$ cat src/rtl/seg7_if.sv
// Multiplexed seven-segment display bus: scan inputs from the driver side and
// the decoded per-digit view rebuilt by the receiver.
interface seg7_if #(
  parameter int N_DIGITS = 4
);
  localparam int IDX_W = (N_DIGITS > 1) ? $clog2(N_DIGITS) : 1;

  logic [N_DIGITS-1:0]   an;
  logic [6:0]            segs;
  logic [4*N_DIGITS-1:0] digits;
  logic [N_DIGITS-1:0]   valid;
  logic                  upd;
  logic [IDX_W-1:0]      upd_idx;
  logic                  frame;

  modport master (
    output an, segs,
    input  digits, valid, upd, upd_idx, frame
  );

  modport slave (
    input  an, segs,
    output digits, valid, upd, upd_idx, frame
  );
endinterface

$ cat src/rtl/seg7_scan_decoder.sv
// Samples a multiplexed seven-segment bus, waits for a stable scan pattern and
// decodes it back to a hex value for the selected digit.
module seg7_scan_decoder #(
  parameter int N_DIGITS      = 4,
  parameter int STABLE_CYCLES = 4
) (
  input  logic  clk,
  input  logic  rst,
  seg7_if.slave bus
);
  localparam int IDX_W = (N_DIGITS > 1) ? $clog2(N_DIGITS) : 1;
  localparam int CNT_W = $clog2(STABLE_CYCLES + 1);
  localparam int IN_W  = N_DIGITS + 7;
  localparam logic [CNT_W-1:0]    CNT_MAX  = CNT_W'(STABLE_CYCLES);
  localparam logic [CNT_W-1:0]    CNT_HIT  = CNT_W'(STABLE_CYCLES - 1);
  localparam logic [N_DIGITS-1:0] ALL_SEEN = '1;

  // Returns {legal, value}; anything outside the 16 glyphs decodes to 0 / illegal.
  function automatic logic [4:0] decode_glyph(input logic [6:0] s);
    case (s)
      7'b1111110: decode_glyph = 5'h10;
      7'b0110000: decode_glyph = 5'h11;
      7'b1101101: decode_glyph = 5'h12;
      7'b1111001: decode_glyph = 5'h13;
      7'b0110011: decode_glyph = 5'h14;
      7'b1011011: decode_glyph = 5'h15;
      7'b1011111: decode_glyph = 5'h16;
      7'b1110000: decode_glyph = 5'h17;
      7'b1111111: decode_glyph = 5'h18;
      7'b1111011: decode_glyph = 5'h19;
      7'b1110111: decode_glyph = 5'h1A;
      7'b0011111: decode_glyph = 5'h1B;
      7'b1001110: decode_glyph = 5'h1C;
      7'b0111101: decode_glyph = 5'h1D;
      7'b1001111: decode_glyph = 5'h1E;
      7'b1000111: decode_glyph = 5'h1F;
      default:    decode_glyph = 5'h00;
    endcase
  endfunction

  logic [IN_W-1:0]       w_in_p0;
  logic [IN_W-1:0]       r_in_p1;
  logic [CNT_W-1:0]      r_cnt_p1;
  logic [N_DIGITS-1:0]   w_an_p1;
  logic                  w_same;
  logic                  w_onehot;
  logic                  w_commit;
  logic [IDX_W-1:0]      w_idx;
  logic [4:0]            w_dec;
  logic [N_DIGITS-1:0]   w_seen_nxt;

  logic [4*N_DIGITS-1:0] r_digits_p2;
  logic [N_DIGITS-1:0]   r_valid_p2;
  logic                  r_upd_p2;
  logic [IDX_W-1:0]      r_upd_idx_p2;
  logic                  r_frame_p2;
  logic [N_DIGITS-1:0]   r_seen;

  // Stage p0 -> p1: raw sample compared against the registered copy
  assign w_in_p0  = {bus.an, bus.segs};
  assign w_an_p1  = r_in_p1[IN_W-1:7];
  assign w_same   = (w_in_p0 == r_in_p1);
  assign w_onehot = (w_an_p1 != '0) && ((w_an_p1 & (w_an_p1 - N_DIGITS'(1))) == '0);
  assign w_commit = w_same && (r_cnt_p1 == CNT_HIT) && w_onehot;
  assign w_dec    = decode_glyph(r_in_p1[6:0]);

  always_comb begin
    w_idx = '0;
    for (int i = 0; i < N_DIGITS; i++) begin
      if (w_an_p1[i]) w_idx = IDX_W'(i);
    end
  end

  assign w_seen_nxt = r_seen | (N_DIGITS'(1) << w_idx);

  // Stage p1 -> p2: commit into the per-digit result registers
  always_ff @(posedge clk) begin
    if (rst) begin
      r_in_p1      <= '0;
      r_cnt_p1     <= '0;
      r_digits_p2  <= '0;
      r_valid_p2   <= '0;
      r_upd_p2     <= 1'b0;
      r_upd_idx_p2 <= '0;
      r_frame_p2   <= 1'b0;
      r_seen       <= '0;
    end else begin
      r_in_p1 <= w_in_p0;
      if (!w_same) begin
        r_cnt_p1 <= CNT_W'(1);
      end else if (r_cnt_p1 != CNT_MAX) begin
        r_cnt_p1 <= r_cnt_p1 + CNT_W'(1);
      end
      r_upd_p2   <= w_commit;
      r_frame_p2 <= 1'b0;
      if (w_commit) begin
        r_digits_p2[4*w_idx +: 4] <= w_dec[3:0];
        r_valid_p2[w_idx]         <= w_dec[4];
        r_upd_idx_p2              <= w_idx;
        // The frame-completing digit starts the next frame unseen
        if (w_seen_nxt == ALL_SEEN) begin
          r_frame_p2 <= 1'b1;
          r_seen     <= '0;
        end else begin
          r_seen <= w_seen_nxt;
        end
      end
    end
  end

  assign bus.digits  = r_digits_p2;
  assign bus.valid   = r_valid_p2;
  assign bus.upd     = r_upd_p2;
  assign bus.upd_idx = r_upd_idx_p2;
  assign bus.frame   = r_frame_p2;
endmodule

$ cat src/flat_wrapper.sv
// flat-port wrapper written by rule: the top's interface ports become plain ports
module seg7_scan_decoder_flat 
#(
  parameter int N_DIGITS      = 4,
  parameter int STABLE_CYCLES = 4
)
  (clk, rst, bus_an, bus_segs, bus_digits, bus_valid, bus_upd, bus_upd_idx, bus_frame);
  seg7_if #(.N_DIGITS(N_DIGITS)) bus_i ();
  input  logic clk;
  input  logic rst;
  input wire logic [$bits(bus_i.an)-1:0] bus_an;
  input wire logic [$bits(bus_i.segs)-1:0] bus_segs;
  output wire logic [$bits(bus_i.digits)-1:0] bus_digits;
  output wire logic [$bits(bus_i.valid)-1:0] bus_valid;
  output wire logic [$bits(bus_i.upd)-1:0] bus_upd;
  output wire logic [$bits(bus_i.upd_idx)-1:0] bus_upd_idx;
  output wire logic [$bits(bus_i.frame)-1:0] bus_frame;
  assign bus_i.an = bus_an;
  assign bus_i.segs = bus_segs;
  assign bus_digits = bus_i.digits;
  assign bus_valid = bus_i.valid;
  assign bus_upd = bus_i.upd;
  assign bus_upd_idx = bus_i.upd_idx;
  assign bus_frame = bus_i.frame;
  seg7_scan_decoder #(.N_DIGITS(N_DIGITS), .STABLE_CYCLES(STABLE_CYCLES)) u_core (.clk(clk), .rst(rst), .bus(bus_i));
endmodule
$ cat config.mk
export PLATFORM = sky130hd
export DESIGN_NAME = seg7_scan_decoder_flat
export DESIGN_NICKNAME = d
export VERILOG_FILES = /design/src/rtl/seg7_if.sv /design/src/rtl/seg7_scan_decoder.sv /design/src/flat_wrapper.sv
export SDC_FILE = /design/constraint.sdc
export NUM_CORES = 1
export LEC_CHECK = 0
export ABC_CLOCK_PERIOD_IN_PS = 2100
export BUFFER_PORTS_ARGS = -buffer_cell sky130_fd_sc_hd__buf_2
export CAP_MARGIN = 30
export CORE_MARGIN = 4
export CORE_UTILIZATION = 47
export DETAILED_ROUTE_END_ITERATION = 8
export PLACE_DENSITY_LB_ADDON = 0.15
export SETUP_SLACK_MARGIN = 0.5
export SLEW_MARGIN = 25
export SYNTH_ARGS = -nofsm -noshare
export SYNTH_HDL_FRONTEND = slang
export SYNTH_SLANG_ARGS = --single-unit
$ cat constraint.sdc
create_clock -name clk -period 2.1 [get_ports clk]
set_input_delay 0.42 -clock clk [delete_from_list [all_inputs] [get_ports clk]]
set_output_delay 0.42 -clock clk [all_outputs]
set_load 0.01 [all_outputs]
==> results of run 1 <==
sequential cells by signal (all words and copies together), names as in the netlist:
| name | count |
|---|---|
| u_core.r_seen | 4 |
| u_core.bus.valid | 4 |
| u_core.bus.digits | 16 |
| u_core.r_in_p1 | 11 |
| u_core.bus.upd | 1 |
| u_core.r_cnt_p1 | 3 |
| u_core.bus.frame | 1 |
| u_core.bus.upd_idx | 2 |
synth_stat cells, types with 6 or more instances:
| master | count | share of area (%) |
|---|---|---|
| sky130_fd_sc_hd__inv_1 | 15 | 2.4 |
| sky130_fd_sc_hd__nor2b_1 | 16 | 4.3 |
| sky130_fd_sc_hd__nand2b_1 | 20 | 5.4 |
| sky130_fd_sc_hd__mux2i_1 | 9 | 3.9 |
| sky130_fd_sc_hd__nand3_1 | 6 | 1.3 |
| sky130_fd_sc_hd__o21ai_1 | 8 | 1.7 |
| sky130_fd_sc_hd__buf_2 | 7 | 1.5 |
| sky130_fd_sc_hd__o22ai_1 | 6 | 1.6 |
| sky130_fd_sc_hd__a211o_1 | 8 | 3.0 |
| sky130_fd_sc_hd__ha_1 | 11 | 5.9 |
| sky130_fd_sc_hd__nor2_1 | 8 | 1.3 |
| sky130_fd_sc_hd__dfxtp_1 | 42 | 36 |
| sky130_fd_sc_hd__a21oi_1 | 12 | 2.6 |
| sky130_fd_sc_hd__xor2_1 | 12 | 4.5 |
| sky130_fd_sc_hd__nand2_1 | 9 | 1.5 |
power groups by stage:
| stage | Clock (W) | Sequential, W | Combinational [W] |
|---|---|---|---|
| after CTS | 0.000567 | 0.000827 | 0.000246 |
| after floorplan | 0 | 0.000837 | 0.000145 |
| final | 0.000551 | 0.000827 | 0.000268 |
| after global routing | 0.000596 | 0.000830 | 0.000288 |
| after detailed placement | 0 | 0.000847 | 0.000185 |
| after global placement | 0 | 0.000846 | 0.000183 |
timing repair:
action | 4_1_cts | 5_1_grt
resized for setup | 57 | 19
gates cloned | 3 | 0
pin swaps | 14 | 15
setup endpoints to repair | 28 | 28
setup buffers | 15 | 4
kinds of logic (layout without fill, tap and decap cells):
group / count (synthesis) / after routing / synth area share, %
xor+xnor: 14 / 14 / 5.27
buf+inv: 32 / 90 / 7.26
flops: 42 / 42 / 36.1
mux: 9 / 9 / 3.87
fa+ha+maj: 11 / 11 / 5.92
compound gates: 59 / 59 / 17.5
simple gates: 89 / 89 / 24.0
layout by cell type (no fill, tap or decap), drive strengths merged, types with 2 or more instances in the layout:
cell	instances
nor4	4
a211o	8
a32o	2
o22ai	6
nand3	8
and3	2
nand2b	20
nor2b	16
nand2	11
o211ai	2
dfxtp	42
o21bai	3
and2	2
a211oi	4
a31o	4
mux2i	9
nor2	8
or4b	2
buf	66
nor3	4
a21oi	13
inv	16
xnor2	2
o21ai	10
a31oi	2
clkbuf	6
nand4b	2
ha	11
xor2	12
stage by stage:
stage | util (%) | total power [W]
floorplan | - | 0.000982
global placement | 55.0 | 0.00103
detailed placement | 55.0 | 0.00103
CTS | 65.7 | 0.00164
global route | 68.6 | 0.00171
finish | 68.6 | 0.00165
layer usage:
| metal | track usage [%] | up-vias | routed length [um] |
|---|---|---|---|
| met4 | 5.77 | 0 | 65 |
| li1 | - | 1009 | - |
| met1 | 22.6 | 931 | 2390 |
| met2 | 30.7 | 43 | 2680 |
| met5 | 0 | - | 0 |
| met3 | 2.87 | 6 | 222 |
cell type report:
| type | instances | share of cell area, % |
|---|---|---|
| clock buffer | 6 | 2.53 |
| clock inverter | 2 | 0.383 |
| inverter | 16 | 1.92 |
| multi-input combinational | 182 | 50.3 |
| sequential | 42 | 26.5 |
| tap | 67 | 2.57 |
| timing repair buffer | 66 | 15.7 |
worst paths after layout:
| check | startpoint | endpoint | slack (ns) | cells after the start |
|---|---|---|---|---|
| hold / removal | bus_an[1] | u_core.r_in_p1[8] | 0.36 | 2 |
| setup reg to reg | u_core.r_in_p1[10] | u_core.bus.upd_idx[0] | 0.36 | 7 |
| hold reg to reg | u_core.bus.digits[11] | u_core.bus.digits[11] | 0.47 | 2 |
| setup / recovery | u_core.r_in_p1[10] | u_core.bus.upd_idx[0] | 0.36 | 7 |
==> results by stage, run 1 <==
Setup path:
- The standard cell with the maximum stage delay on the critical path is sky130_fd_sc_hd__dfxtp_2.
- Data on the critical path is required at its endpoint by around 2.3 ns.
- Traced cell by cell, the critical path runs through xor2_1 -> nor4_2 -> o2111a_2 -> buf_6 -> buf_16 -> mux2i_1 -> nor2_1.
- At the worst endpoint, the arrival time is 1.91 ns.
- The number of buffer and inverter stages on the critical path is 2.
- The type of the setup path with the least slack is reg2reg.
- The worst setup path is launched from a flop.
- The kind of cell with the highest combined delay along the critical path is flip-flops.
- The maximum cell stage delay along the critical path is 0.36 ns.
- The largest fanout of any net on the critical path is 7.
- The capturing element type of the critical path is a flop.

Logic synthesis:
- Synthesis inferred 42 register bits.
- In the synthesized netlist the async set-or-reset flop fraction comes to 0%.
- The total standard cell area after synthesis is approximately 0.0023 mm^2.
- The most used flip-flop cell after synthesis is sky130_fd_sc_hd__dfxtp_1.
- Yosys mapped a number of flops with a built-in enable equal to 0.
- The synthesized netlist cell count is 256.
- The number of nets in the synthesized netlist is 280.
- The share of the yosys chip area belonging to registers is 36.1%.
- The average cell area after synthesis is 9.09 um^2.
- The number of different library cells used by synthesis comes to 53.
- The synthesis warning total is 0.

Timing:
- Once routing completed, OpenROAD measured the worst setup slack at between 0.3 and 0.4 ns.
- Derived from the worst setup path, the maximum achievable clock frequency is 573 MHz.
- Setup repair after global routing could not meet its margin everywhere.
- On the final layout, the worst hold slack is 0.360 ns.
- Headroom to the max-slew limit came out at 57.6%.
- The final number of hold-violating endpoints was 0.
- The number of pins exceeding their max-slew limit in the final report is 0.
- The final clock skew is 0.00631 ns.
- Dividing the final minimum period by the clock period gives 83.0%.
- The clock period minus worst slack is about 1.7 ns.
- The total negative setup slack is 0 ns.
- At the pin with the least slew margin, the transition time is 0.636 ns.
- Setup violations remaining at the end of the flow were counted as 0.

Flow run:
- The number of violations of the max-capacitance limit is 0.

Min path:
- The worst hold path belongs to the class in2reg.

Finish:
- The number of non-filler instances in the completed layout is around 380.
- With fillers left out, the area of the finished cells amounts to 0.00326 mm^2.
- The multi-input combinational cell area is 0.00164 mm^2.
- After the last flow step, the layout net total stands at 337.
- From synthesis to final layout, the design area changed by 40.3%.
- The proportion of layout cells with a drive suffix above 1 is 44.9%.
- The repair_antennas step left the layout with diodes totalling 0.
- In the final layout, flip-flops and latches occupy between 800 and 900 um^2.
- After filler insertion, the fill cell instance count of the layout stands at a little under 400.

GRT:
- The pin count of the biggest net entering global routing is 33.
- The wire length of the first global-routing pass is 8760 um.
- The number of antenna violations at the first check in global routing is 0.
- Summed over all layers, the global routing overflow is 0.
- The number of global-route vias before repair is 1882.
- The total track usage is 17.8%.

Clocking:
- The cell chosen for the clock root is sky130_fd_sc_hd__clkbuf_8.
- TritonCTS built the clock tree.
- The maximum clock insertion buffer count is 2.
- TritonCTS created 5 clock buffers.
- The number of clock sinks seen by CTS is 42.
- At the later pin of the worst-skew pair, clock insertion delay measures slightly below 0.3 ns.
- The clock tree synthesis step divided the H-tree into 2 levels.
- The number of hold buffers added after CTS is 0.
- Clock-pin slew was measured on the worst setup and hold paths at 0.08 ns.

Placed design:
- The placer congestion estimate is between 0.8 and 0.9.
- The number of port buffers is 36.
- The worst slack at placement is 0.0905 ns.
- The wire-length estimate of the detail-placed layout is 3420 um.
- The total instance count after detailed placement is 351.
- The placed standard-cell area is 0.00262 mm^2.

Die:
- The starting utilization of the core area is 48.9%.
- The die is 78.4 um wide.
- The die boundary height is 78.4 um.
- The floorplan row count is 25.
- The top-level port count is 37.
- The standard cell core area is 0.00475 mm^2.
- The die area is approximately 0.0061 mm^2.

Detailed routing:
- The vias after detailed routing is slightly below 2000.
- Summed over all layers, the routed wires come to 5360 um.
- The first routing iteration left 96 violations.
- After detailed routing, the number of vias per cell comes to 5.22.
- The number of iterations in the first detailed-routing pass is 4.
- The routed length per placed instance is ~14 um.
- The detail route stage leaves a number of antenna-violating nets equal to 0.
- In the routed design, unresolved DRC markers number 0.

Power:
- In this run, the clock network consumes 33.5% of the power.
- The power density normalized to cell area is 505 mW/mm^2.
- The cell leakage power is 1.30 nW.
- The maximum vdd drop is 0.359 mV.
- In this run switching power makes up 27.2% of total power.
- For this design the total switching power over the nets is about 0.00045 W.
- Sequential cells burn 50.2% of the power.
- Cell internal power was estimated by the tool at ~0.0012 W.
- The share of total power dissipated in combinational logic is 16.3%.

Run status:
- The flow ran to the end, and the final reports show no timing, DRC or antenna violations.
Power figures use the tool's default switching activity.
==> run 2: changes to the inputs <==
ABC_CLOCK_PERIOD_IN_PS = 1800   (was 2100)
clock period = 1.8 ns   (was 2.1 ns; I/O delays follow)
==> results by stage, run 2 (synthesis gave the netlist of run 1 again) <==
Run status:
- The run finished with clean final reports.

Die:
- The die area is 0.00614 mm^2 (unchanged).
- The floorplan die width is 78.4 um (unchanged).
- The starting utilization of the core area is 48.9% (unchanged).
- The die boundary height is 78.4 um (unchanged).
- The top-level port count is 37 (unchanged).
- The floorplan row count was 25 (unchanged).
- The standard cell core area is 0.00475 mm^2 (unchanged).

Detailed routing:
- The final routed wirelength across all metal layers was 5430 um (+1.3%).
- The number of routed nets with antenna violations is 0 (unchanged).
- The number of violations reported at the end of detailed-routing iteration 0 is 160 (+67%).
- The number of iterations in the first detailed-routing pass is 4 (unchanged).
- The vias after detailed routing is 1997 (+0.40%).
- The remaining design rule violation count is 0 (unchanged).
- The routed length per placed instance was 14.1 um (about the same).
- The ratio of routed vias to standard cells is 5.17 (-0.90%).

GRT:
- The number of antenna violations at the first check in global routing is 0 (unchanged).
- The met3 track demand over resource was 5.16% (+2.3 points).
- The pin count of the biggest net entering global routing is 22 (-33%).
- The wire length of the first global-routing pass was 9020 um (+2.9%).
- The global routing met2 resource utilization is 30.9% (+0.26 points).
- The met1 usage was 22.8% (+0.20 points).
- The number of global-route vias before repair was 1946 (+3.4%).
- The total congestion overflow is 0 (unchanged).
- The total track usage was 18.2% (+0.41 points).
- The peak-usage layer in the global routing report is met2.

Setup path:
- The required arrival time at the worst endpoint is 1.99 ns (-0.28 ns).
- STA classifies the critical path startpoint as a flop.
- The largest fanout of any net on the critical path is 6 (-1).
- The critical path goes through ha_2 -> ha_2 -> nor4b_4 -> o2111a_2 -> buf_6 -> buf_12 -> and2b_2 -> a31o_1.
- The slack of the worst reg-to-reg path is 0.05 ns (-0.31 ns).
- The maximum cell stage delay along the critical path is 0.32 ns (-0.04 ns).
- The critical path is of the reg2reg type.
- The signal arrival time at the worst endpoint was 1.95 ns (+0.04 ns).
- The capturing element type of the critical path is a flop.
- The standard cell with the maximum stage delay on the critical path is sky130_fd_sc_hd__dfxtp_2.
- Among the stages of the critical path, the cell type that occurs most often is sky130_fd_sc_hd__ha_2.

Timing:
- The final number of hold-violating endpoints was 0 (unchanged).
- The headroom to the max-slew limit is 70.2% (+13 points).
- Setup repair after global routing could not meet its margin everywhere.
- The number of pins exceeding their max-slew limit in the final report is 0 (unchanged).
- The number of failing setup endpoints in the final timing report is 0 (unchanged).
- The final clock skew is 0.00514 ns (-0.00117 ns).
- The clock period minus worst slack came to 1.75 ns (+0.0111 ns).
- The measured slew at the worst slew-check pin is 0.447 ns (-0.189 ns).
- The portion of the clock cycle consumed by the worst path in the final layout is 97.5% (+14 points).
- The maximum clock frequency is 570 MHz (-0.63%).

Finish:
- The number of non-filler instances in the completed layout is 386 (+1.3%).
- In the layout the commonest cells are 36 x sky130_fd_sc_hd__buf_2, 33 x sky130_fd_sc_hd__dfxtp_1, 25 x sky130_fd_sc_hd__buf_4.
- The final design utilization is 67.4% (-1.2 points).
- The post-layout net count came to 342 (+1.5%).
- The layout overhead on the synthesized area is 37.8%.
- The proportion of layout cells with a drive suffix above 1 is 39.5% (-5.4 points).
- The flip-flop count of the largest register after layout was 16 (unchanged).
- The number of diodes added for antenna fixing is 0 (unchanged).
- The leading cell type in the layout, fill and taps excluded is sky130_fd_sc_hd__buf_2.

Flow run:
- The number of violations of the max-capacitance limit was 0 (unchanged).

Power:
- The cell leakage power came to 1.30 nW (about the same).
- The sequential power share is 47.9% (-2.3 points).
- The internal power contribution was 0.00150 W (+25%).
- The proportion of total power due to net switching is 25.3% (-1.9 points).
- The power density normalized to cell area is 626 mW/mm^2 (+24%).
- The maximum vdd drop was 0.442 mV (+23%).
- The net switching power figure is 0.000509 W (+13%).
- The part of the power in the clock network was 36.9% (+3.4 points).
- The share of total power in combinational logic came to 15.2% (-1.1 points).

Clocking:
- The count of H-tree levels built during CTS is 2 (unchanged).
- The number of clock sinks seen by CTS is 42 (unchanged).
- The number of buffers inserted during clock tree synthesis was 5 (unchanged).
- The clock edge transition at the registers on the reported setup and hold paths is 0.08 ns (about the same).
- The cell chosen for the clock root is sky130_fd_sc_hd__clkbuf_8.
- The CTS tree is yes.
- The maximum clock insertion buffer count is 2 (unchanged).
- The number of hold buffers added after CTS is 0 (unchanged).
- The insertion delay of the later-clocked pin in the worst-skew pair is 0.29 ns (about the same).

Placed design:
- The total instance count after detailed placement is 365 (+4.0%).
- The placer congestion estimate is 0.813 (-3.6%).
- The number of port buffers is 36 (unchanged).
- The half-perimeter wire length of the detailed placement result came to 3670 um (+7.4%).

Min path:
- The worst hold path belongs to the class in2reg.
==> run 2: metal layers <==
metal	share of wire, %	wire (um)	vias to the layer above
met4	0.59	32	0
li1	-	-	1023
met3	2.8	152	4
met5	0	0	-
met1	47	2570	940
met2	49	2670	30
==> run 2: worst paths after layout <==
| kind | start | endpoint | cells after the start |
|---|---|---|---|
| worst max register to register | u_core.r_cnt_p1[1] | u_core.bus.valid[3] | 8 |
| worst max-delay path | u_core.r_cnt_p1[1] | u_core.bus.valid[3] | 8 |
| worst min-delay path | bus_segs[4] | u_core.r_in_p1[4] | 2 |
| worst min register to register | u_core.bus.digits[5] | u_core.bus.digits[5] | 2 |
==> run 2: layout make-up <==
type	count	area (um^2)
Clock buffer	6	72.6
Clock inverter	2	37.5
Multi-Input combinational cell	182	1530
Timing Repair Buffer	71	562
Inverter	16	60.1
Tap cell	67	83.8
Sequential cell	42	857
Fill cell	395	1550
==> run 2: power groups by stage <==
stage	clock network, W	registers, W	logic (W)
4_1_cts	0.000763	0.000960	0.000281
6_report	0.000741	0.000961	0.000305
3_5_place_dp	0	0.000983	0.000264
2_1_floorplan	0	0.000977	0.000175
3_3_place_gp	0	0.000982	0.000261
5_1_grt	0.000814	0.000965	0.000332
==> run 2: worst max-delay path, delay by kind of cell, from the launching register on <==
family	cells	cell delay, ns
AOI/OAI and AO/OA	2	0.41
adders and majority gates	2	0.33
buffers and inverters	2	0.25
DFF	1	0.32
and+or+nand+nor	2	0.35
==> run 2: timing repair <==
item                       4_1_cts  5_1_grt
cloned                           2        1
setup endpoints to repair       31       31
buffers inserted                 7        3
pin swaps                       10       18
resized for setup               21       21
==> run 2: stage by stage <==
step	area, um^2	power [W]	TNS [ns]	hold WS (ns)	setup slack, ns
floorplan	2390	0.00115	0	0.459	0.142
global placement	2760	0.00124	-1.39	0.463	-0.101
detailed placement	2760	0.00125	-1.74	0.466	-0.114
CTS	3050	0.00200	0	0.292	0.0453
global route	3200	0.00211	-0.395	0.300	-0.0405
finish	3200	0.00201	0	0.300	0.0451
